===== src/rtl/rs_chien_sweep_gen.sv =====
// -----------------------------------------------------------------------------
// gf_pkg / rs_chien_sweep_gen
//
// Purpose
//   Chien-search root sequencer. A single accepted start pulse sweeps every
//   evaluation exponent of one codeword: FIRST_POW .. FIRST_POW+N_LEN-1 (mod Q).
//   Each beat carries ROOTS_PER_CYCLE lanes of (exponent, alpha^exponent).
//   Lanes past the end of a shortened code are masked and driven to zero.
//
// Ports
//   aclk          in   rising-edge clock
//   aresetn       in   asynchronous active-low reset
//   start         in   request a new sweep (accepted when start && start_rdy)
//   start_rdy     out  IDLE, or the last beat is transferring this cycle
//   flush         in   synchronous abort; wins over start and any transfer
//   out_vld       out  beat valid
//   out_rdy       in   downstream accepts the beat
//   out_exp[R]    out  lane exponent (0 for masked lanes)
//   out_root[R]   out  alpha^out_exp (0 for masked lanes)
//   out_lane_vld  out  bit i set when lane i holds a real root
//   out_beat      out  beat index 0..BEATS-1
//   out_last      out  final beat of the sweep
// -----------------------------------------------------------------------------
package gf_pkg;
   localparam int SYMB_WIDTH = 8;
   // Low bits of the primitive polynomial x^8+x^4+x^3+x^2+1 (0x11D).
   localparam logic [SYMB_WIDTH-1:0] PRIM_POLY_LO = 8'h1D;
endpackage

module rs_chien_sweep_gen #(
   parameter  int N_LEN           = 255,
   parameter  int ROOTS_PER_CYCLE = 4,
   parameter  int FIRST_POW       = 0,
   localparam int SW              = gf_pkg::SYMB_WIDTH,
   localparam int BEATS           = (N_LEN + ROOTS_PER_CYCLE - 1) / ROOTS_PER_CYCLE,
   localparam int CW              = ($clog2(BEATS) > 0) ? $clog2(BEATS) : 1
) (
   input  logic                       aclk,
   input  logic                       aresetn,
   input  logic                       start,
   output logic                       start_rdy,
   input  logic                       flush,
   output logic                       out_vld,
   input  logic                       out_rdy,
   output logic [SW-1:0]              out_exp  [ROOTS_PER_CYCLE],
   output logic [SW-1:0]              out_root [ROOTS_PER_CYCLE],
   output logic [ROOTS_PER_CYCLE-1:0] out_lane_vld,
   output logic [CW-1:0]              out_beat,
   output logic                       out_last
);

   localparam int R          = ROOTS_PER_CYCLE;
   localparam int Q          = (1 << SW) - 1;
   localparam int LAST_LANES = N_LEN - (BEATS - 1) * R;

   // GF(2^SW) helpers; all uses are either constant-folded or a
   // multiply by a constant, so they reduce to small XOR networks.
   function automatic logic [SW-1:0] gf_xtime(input logic [SW-1:0] v);
      return {v[SW-2:0], 1'b0} ^ (v[SW-1] ? gf_pkg::PRIM_POLY_LO : '0);
   endfunction

   function automatic logic [SW-1:0] gf_mul(input logic [SW-1:0] a, input logic [SW-1:0] b);
      logic [SW-1:0] p;
      p = '0;
      for (int k = SW - 1; k >= 0; k--) begin
         p = gf_xtime(p);
         if (b[k]) p = p ^ a;
      end
      return p;
   endfunction

   function automatic logic [SW-1:0] alpha_pow(input int e);
      logic [SW-1:0] v;
      v = SW'(1);
      for (int k = 0; k < Q; k++) begin
         if (k < e) v = gf_xtime(v);
      end
      return v;
   endfunction

   localparam logic [CW-1:0] LAST_BEAT  = CW'(BEATS - 1);
   localparam logic [SW:0]   Q_EXT      = (SW + 1)'(Q);
   localparam logic [SW:0]   STEP_EXP   = (SW + 1)'(R % Q);
   localparam logic [SW-1:0] FIRST_EXP  = SW'(FIRST_POW);
   localparam logic [SW-1:0] FIRST_ROOT = alpha_pow(FIRST_POW);
   localparam logic [SW-1:0] ALPHA_R    = alpha_pow(R % Q);

   if (R < 1 || R > N_LEN || N_LEN > Q || FIRST_POW < 0 || FIRST_POW >= Q) begin : g_bad_cfg
      $error("rs_chien_sweep_gen: need 1 <= ROOTS_PER_CYCLE <= N_LEN <= 2^SW-1 and FIRST_POW < 2^SW-1");
   end

   typedef enum logic {ST_IDLE, ST_RUN} state_t;

   state_t          r_state;
   state_t          w_state_nxt;
   logic            w_xfer;
   logic            w_load_first;
   logic            w_advance;
   logic            w_clear;

   logic [CW-1:0]   r_beat;
   logic            r_last;
   logic [SW-1:0]   r_base_exp;
   logic [SW-1:0]   r_base_root;
   logic [SW-1:0]   r_exp  [R];
   logic [SW-1:0]   r_root [R];
   logic [R-1:0]    r_lane_vld;

   logic [CW-1:0]   w_nxt_beat;
   logic [SW-1:0]   w_nxt_base_exp;
   logic [SW-1:0]   w_nxt_base_root;
   logic [SW:0]     w_base_sum;
   logic [SW-1:0]   w_lane_exp  [R];
   logic [SW-1:0]   w_lane_root [R];
   logic [R-1:0]    w_lane_vld;

   // ---- control: state register ----
   always_ff @(posedge aclk or negedge aresetn) begin
      if (!aresetn) r_state <= ST_IDLE;
      else          r_state <= w_state_nxt;
   end

   // ---- control: next state and load strobes ----
   always_comb begin
      w_state_nxt  = r_state;
      w_load_first = 1'b0;
      w_advance    = 1'b0;
      w_clear      = 1'b0;
      w_xfer       = (r_state == ST_RUN) && out_rdy;
      start_rdy    = (r_state == ST_IDLE) || (w_xfer && r_last);

      if (flush) begin
         w_state_nxt = ST_IDLE;
         w_clear     = 1'b1;
      end else begin
         unique case (r_state)
            ST_IDLE: begin
               if (start) begin
                  w_state_nxt  = ST_RUN;
                  w_load_first = 1'b1;
               end
            end
            ST_RUN: begin
               if (w_xfer) begin
                  if (!r_last) begin
                     w_advance = 1'b1;
                  end else if (start) begin
                     // Back-to-back: beat 0 of the next sweep follows with no bubble.
                     w_load_first = 1'b1;
                  end else begin
                     w_state_nxt = ST_IDLE;
                     w_clear     = 1'b1;
                  end
               end
            end
            default: begin
               w_state_nxt = ST_IDLE;
               w_clear     = 1'b1;
            end
         endcase
      end
   end

   // ---- datapath: next beat base (exponent mod Q and matching alpha power) ----
   always_comb begin
      w_base_sum = {1'b0, r_base_exp} + STEP_EXP;
      if (w_base_sum >= Q_EXT) w_base_sum = w_base_sum - Q_EXT;
   end

   assign w_nxt_beat      = w_load_first ? '0         : r_beat + CW'(1);
   assign w_nxt_base_exp  = w_load_first ? FIRST_EXP  : w_base_sum[SW-1:0];
   assign w_nxt_base_root = w_load_first ? FIRST_ROOT : gf_mul(r_base_root, ALPHA_R);

   // ---- datapath: per-lane offset, wrap and mask ----
   for (genvar i = 0; i < R; i++) begin : g_lane
      localparam logic [SW:0]   LANE_OFF   = (SW + 1)'(i);
      localparam logic [SW-1:0] LANE_ALPHA = alpha_pow(i);
      localparam bit            IN_LAST    = (i < LAST_LANES);
      logic [SW:0] w_sum;

      // base < Q and i < Q, so one conditional subtract keeps the result in 0..Q-1.
      always_comb begin
         w_sum = {1'b0, w_nxt_base_exp} + LANE_OFF;
         if (w_sum >= Q_EXT) w_sum = w_sum - Q_EXT;
      end

      // Only the final beat can be partial.
      assign w_lane_vld[i]  = (w_nxt_beat != LAST_BEAT) || IN_LAST;
      assign w_lane_exp[i]  = w_lane_vld[i] ? w_sum[SW-1:0] : '0;
      assign w_lane_root[i] = w_lane_vld[i] ? gf_mul(w_nxt_base_root, LANE_ALPHA) : '0;
   end

   // ---- datapath: registered beat ----
   always_ff @(posedge aclk or negedge aresetn) begin
      if (!aresetn) begin
         r_beat      <= '0;
         r_last      <= 1'b0;
         r_base_exp  <= '0;
         r_base_root <= '0;
         r_lane_vld  <= '0;
         r_exp       <= '{default: '0};
         r_root      <= '{default: '0};
      end else if (w_clear) begin
         r_beat      <= '0;
         r_last      <= 1'b0;
         r_base_exp  <= '0;
         r_base_root <= '0;
         r_lane_vld  <= '0;
         r_exp       <= '{default: '0};
         r_root      <= '{default: '0};
      end else if (w_load_first || w_advance) begin
         r_beat      <= w_nxt_beat;
         r_last      <= (w_nxt_beat == LAST_BEAT);
         r_base_exp  <= w_nxt_base_exp;
         r_base_root <= w_nxt_base_root;
         r_lane_vld  <= w_lane_vld;
         r_exp       <= w_lane_exp;
         r_root      <= w_lane_root;
      end
   end

   assign out_vld      = (r_state == ST_RUN);
   assign out_exp      = r_exp;
   assign out_root     = r_root;
   assign out_lane_vld = r_lane_vld;
   assign out_beat     = r_beat;
   assign out_last     = r_last;

endmodule


===== config.mk =====
export PLATFORM = sky130hd
export DESIGN_NAME = rs_chien_sweep_gen
export DESIGN_NICKNAME = d
export VERILOG_FILES = /design/src/rtl/rs_chien_sweep_gen.sv
export SDC_FILE = /design/constraint.sdc
export NUM_CORES = 1
export LEC_CHECK = 0
export CORE_ASPECT_RATIO = 0.7
export CORE_UTILIZATION = 45
export DETAILED_ROUTE_END_ITERATION = 7
export HOLD_SLACK_MARGIN = 0.06
export PLACE_DENSITY = 0.7
export SETUP_SLACK_MARGIN = 0.05
export SYNTH_ARGS = -nofsm -noshare
export SYNTH_HDL_FRONTEND = slang
export SYNTH_SLANG_ARGS = --single-unit

===== constraint.sdc =====
create_clock -name aclk -period 12.9 [get_ports aclk]
set_clock_uncertainty 0.15 [all_clocks]
set_input_delay 2.58 -clock aclk [delete_from_list [all_inputs] [get_ports aclk]]
set_output_delay 2.58 -clock aclk [all_outputs]
set_load 0.02 [all_outputs]

After elaboration in Yosys (flattened, before gate mapping)
Index checks and enable logic that the tools add are counted.
{ "classes": {"reduce_logical": 5, "magnitude_cmp": 5, "n_addsub": 10, "bitwise": 8, "eq_ne": 2, "mux": 49} }
{ "op_table": {"columns": ["operator", "n"], "rows": [
  ["2-to-1 mux 32 bit", 4],
  ["2-to-1 mux 8 bit", 13],
  ["bitwise XOR 8 x 5 -> 8 bit", 7],
  ["subtractor 8 bit, second input constant", 5],
  ["greater-or-equal comparator 9 x 8 -> 1 bit, second input constant", 4],
  ["2-to-1 mux 5 bit", 7],
  ["adder 8 x 2 -> 9 bit, second input constant", 2],
  ["2-to-1 mux 1 bit", 18],
  ["2-to-1 mux 6 bit", 3],
  ["adder 8 x 1 -> 9 bit, second input constant", 1],
  ["adder 8 x 3 -> 9 bit, second input constant", 1],
  ["greater-or-equal comparator 8 bit, second input constant", 1],
  ["2-to-1 mux 4 bit", 2],
  ["adder 6 x 1 -> 6 bit, second input constant", 1],
  ["equality test 6 bit, second input constant", 1],
  ["!= test 6 bit, second input constant", 1],
  ["case mux 1 bit (2 select lines)", 2],
  ["logical AND 1 bit", 2],
  ["logical OR 1 bit", 2],
  ["nonzero test 2 bit", 1],
  ["inverter 1 bit", 1]
]} }
{ "word_totals": {"word_cells": 93, "regBits": 92} }

Logic depth before layout (Yosys ltp)
{ "logic_depth": {"word_depth": 18, "ltp_mapped": 21, "depth_no_buf": 17} }

Least setup slack after synthesis
No wires, ideal clock.
{ "synth_path": {"path_kind": "input to register", "from": "in flush", "to": "reg r_exp, in the netlist out_exp[21]", "n_path_buf": 2, "arrival_time_ps": 5766, "path_stages": 15, "t_required_ps": 12624, "setup_ps": 126, "setup_slack_ps": 6858, "cell_sequence": "clkbuf_1 nor3b_1 clkbuf_1 nor2_1 mux2i_2 inv_2 ha_1 a31o_2 a41o_1 nor3_1 xnor2_1 nor2_2 a41oi_4 o311ai_1 nand2_1"} }
{ "synth_via": {"elab_chain_cells": 7, "elab_cells_between_ends": 12, "classes_between": "add/sub: 2; order compare: 1; mux: 7; reduce/logical: 2"} }
{ "synth_rtl": {"columns": ["element", "line", "rtl"], "rows": [
  ["start: declaration", "42", "input logic flush,"],
  ["2-to-1 mux 1 bit", "132", "if (flush) begin"],
  ["2-to-1 mux 8 bit", "171", "assign w_nxt_base_exp = w_load_first ? FIRST_EXP : w_base_sum[SW-1:0];"],
  ["adder 8 x 1 -> 9 bit", "183", "w_sum = {1'b0, w_nxt_base_exp} + LANE_OFF;"],
  ["subtractor 8 bit or greater-or-equal comparator 9 x 8 -> 1 bit (tied branches)", "184", "if (w_sum >= Q_EXT) w_sum = w_sum - Q_EXT;"],
  ["2-to-1 mux 8 bit", "184", null],
  ["2-to-1 mux 32 bit", "211", "end else if (w_load_first || w_advance) begin"],
  ["2-to-1 mux 32 bit", "203", "end else if (w_clear) begin"],
  ["end signal: assignment", "217", "r_exp <= w_lane_exp;"],
  ["end: declaration", "105", "logic [SW-1:0] r_exp [R];"]
]} }
Parallel ways exist; a longest one is shown, timed or not. The select of a mux whose other input is x is not followed.
A chain may end at the register's enable or synchronous reset.

Worst setup path after layout
{ "layout_path": {"from": "in out_rdy", "to": "out start_rdy"} }
{ "layout_via": {"elab_chain_cells": 3} }
{ "layout_rtl": {"columns": ["element", "line", "rtl"], "rows": [
  ["start: declaration", "44", "input logic out_rdy,"],
  ["logical AND 1 bit", "129", "w_xfer = (r_state == ST_RUN) && out_rdy;"],
  ["logical AND 1 bit", "130", "start_rdy = (r_state == ST_IDLE) || (w_xfer && r_last);"],
  ["logical OR 1 bit", "130", null],
  ["end: declaration", "41", "output logic start_rdy,"]
]} }
No other way between the ends.

==> results.md <==
* Final Total Pwr at 597 uW
* Synth Warn # at 0
* RSZ-0062 raised after global routing: false
* Worst IR Drop VDD at 0.0567 mV
* Post-synth EDFFs at 0
* Largest net degree at the start of global routing at 73
* Number of antenna violations at the first check in global routing at 0
* Drt initial violations at 388
* Post-CTS Resized at 0
* Crit path to: start_rdy
* Req. time, crit path at roughly 10 ns
* I/O pin count at between 80 and 90
* First-pass GRT wire length at between 15 and 20 mm
* Setup Crit Path Kind: input pin to primary output
* PD cells at 106 nW/um^2
* Most used cell, CP: clkdlybuf4s50_1
* Pint at about 410 uW
* Hold Crit Depth at 2
* Worst path max stage delay at 0.54 ns
* Routed Antenna Nets at 0
* Clock root cell: clkbuf_16
* Placer Congestion at between 0.9 and 1
* Worst Hold Class: flip-flop to flip-flop
* Switch share at 0.311
* Multi-input logic area at 2530 sq um
* Setup TNS at 0 ns
* CP Launch Type: input pin
* Initial core utilization at 0.468
* Sequential share of power at 0.409
* Syn Std Cell Area at 4590 sq um
* Leak at 2.41 nW
* Drt wl/cell at roughly 18 microns
* Clock latency on the worst-skew pair at ~0.35 ns
* Area Growth Syn to Fin at 22.9%
* Fin nets at between 500 and 600
* Worst-margin pin slew at 0.993 ns
* Reg-to-reg setup timing slack at 7.60 ns
* Combinational Power Share at 0.203
* Synthesized flop and latch total at 72
* Final-report hold violation count at 0
* Post-DP HPWL at 8.59 mm
* FFs w/ async S/R, synth at 1.00
* Worst path slowest cell: clkdlybuf4s50_1
* Max clock buf depth at 2
* CTS Buf Count at 9
* # DRC at 0
* Achievable Freq at 148 MHz
* Synth Instances at a little under 500
* Worst Path Max Fanout at 6
* WP buf/inv at 3
* Die ar. at 10,600 sq um
* Core box area at ~9800 sq um
* Arr. time, crit path at 4.02 ns
* Setup Fix Bufs, Post-CTS at 0
* Slew HR at 0.338
* Syn nets at around 510
* Critical Path Source: out_rdy
* Crit-path cells: clkdlybuf4s50_1, a21boi_1, inv_1, clkdlybuf4s50_1
* Seq. cell area at 1800 sq um
* Yosys top cell area share at 0.393
* Reg-to-Reg End: out_exp[22]
* CP top delay family: buffers and inverters
* Vias in the first global route at 3,604
* Seq/Total Area, Yosys at 0.393
* Status: complete, no violations
* Yosys cell types at 67
* Row cnt at 30
* Dominant synthesized flop cell: dfrtp_1
* Clock tree sinks at 72
* Crit. End Element: primary output
* Die Ht at 86.5 microns
* Mean Syn Cell Area at 9.25 sq um
* Finish-stage setup viols at 0
* Die width at 123 microns
* Tmin final at 6.75 ns
* Largest area contributor in the netlist: dfrtp_1
* WP depth at 4
* CTS clk-pin slew, worst paths at roughly 0.060 ns
* Max-Cap Viols at 0
* CTS tree: done
* Pre-antenna DRT Iters at 5
* Overall Global Routing Usage at 0.241
* Clock network fraction of total power at 0.389
* Hold buffers post-CTS at 0
* Via density at 5.89
* Fillers at 822
* # port buffers at 81
* GRT overflow at 0
* NetSw at 186 uW
* Dominant cells by area after synthesis: dfrtp_1 39%, xnor2_1 5.5%, nand2_1 5.3%, xor2_1 4.0%, a22o_1 3.8%
* Final period utilization at 0.523
* Final Max Tran Viols at 0
* Layout cells sized above 1 at 0.0940
* Reg2reg path depth at 17
* Routed Wire Length at roughly 12 mm
* Reg-to-reg critical path startpoint: r_base_exp[2]
* Via count at 4,010
* Antenna cells at 0
* H-tree depth at 3
metrics by stage:
stage	cells	hold slack [ns]	instance area, sq um	utilization	worst slack (ns)
final	681	0.333	5640	0.575	6.15
after global routing	681	0.350	5640	0.575	5.94
after CTS	681	0.331	5640	0.575	6.15
after detailed placement	665	0.317	5360	0.547	5.90
after global placement	665	0.306	5360	0.547	6.16
after floorplan	496	0.359	4590	-	6.86
final cells by class:
class / instances / share of cell area
timing repair buffer: 86 / 0.150
clock inverter: 6 / 0.00799
inverter: 6 / 0.00400
multi-input combinational: 373 / 0.450
clock buffer: 10 / 0.0406
sequential: 72 / 0.320
tap: 128 / 0.0284
sequential cells by signal, indices dropped and copies added, names as in the netlist:
| signal | cells |
|---|---|
| out_beat | 6 |
| out_vld | 1 |
| out_last | 1 |
| out_root | 15 |
| r_base_root | 7 |
| out_exp | 32 |
| r_base_exp | 8 |
| out_lane_vld | 2 |
metal layers:
layer	share of wire	vias up	track usage
met5	0	-	0
met4	0.0089	0	0.0576
met3	0.065	12	0.0539
met2	0.43	160	0.342
met1	0.50	1973	0.367
li1	-	1865	-
cells in the final DEF, fill, tap and decap left out, drive strengths merged, types with 5 or more instances in the layout:
cell and n:
clkdlybuf4s50 80, dfrtp 72, nand2 66, o21ai 37, nor2 36, xnor2 29, xor2 22, a22o 20
nand3 20, a21oi 13, nand4 12, ha 11, clkbuf 10, a21o 8, a32o 7, nor2b 7
mux2i 7, inv 7, nor3 6, buf 6, and2 5, o31ai 5, a31oi 5
cells by family (layout without fill, tap and decap cells):
| kind of cell | after synthesis | after routing | synth area share |
|---|---|---|---|
| AO/OA/AOI/OAI | 123 | 123 | 0.206 |
| AND/OR/NAND/NOR | 180 | 180 | 0.194 |
| XOR/XNOR | 51 | 51 | 0.101 |
| adder cells (fa/ha/maj) | 11 | 11 | 0.0300 |
| multiplexers | 8 | 8 | 0.0185 |
| buffers and inverters | 51 | 108 | 0.0562 |
| flip-flops | 72 | 72 | 0.393 |
synth_stat cells, drive strengths merged, types with 6 or more instances:
cell,count
nor2b,7
nor2,36
nand3,20
mux2i,7
o21ai,37
dfrtp,72
nor3,6
nand4,12
a22o,20
clkbuf,26
xor2,22
nand2,66
a32o,7
xnor2,29
buf,19
inv,6
ha,11
a21oi,13
a21o,8
worst min path at each step:
stage	startpoint	to
2_1_floorplan	r_base_exp[1]	r_base_exp[1]
3_3_place_gp	out_exp[31]	out_exp[31]
3_5_place_dp	out_lane_vld[3]	out_lane_vld[3]
4_1_cts	out_lane_vld[3]	out_lane_vld[3]
5_1_grt	out_exp[16]	out_exp[16]
6_report	out_exp[31]	out_exp[31]
power by group through the flow:
stage	sequential [mW]	combinational, mW	clock (mW)
global placement	0.247	0.119	0
detailed placement	0.248	0.119	0
global route	0.245	0.131	0.247
floorplan	0.256	0.0688	0
finish	0.244	0.121	0.232
CTS	0.244	0.120	0.237
worst min-delay path, stage by stage, from the launching register on:
cell	delay [ns]
dfrtp_1	0.35
nand2_1	0.05
nand2_1	0.05
Note: power is estimated with default switching activity, not from simulation.
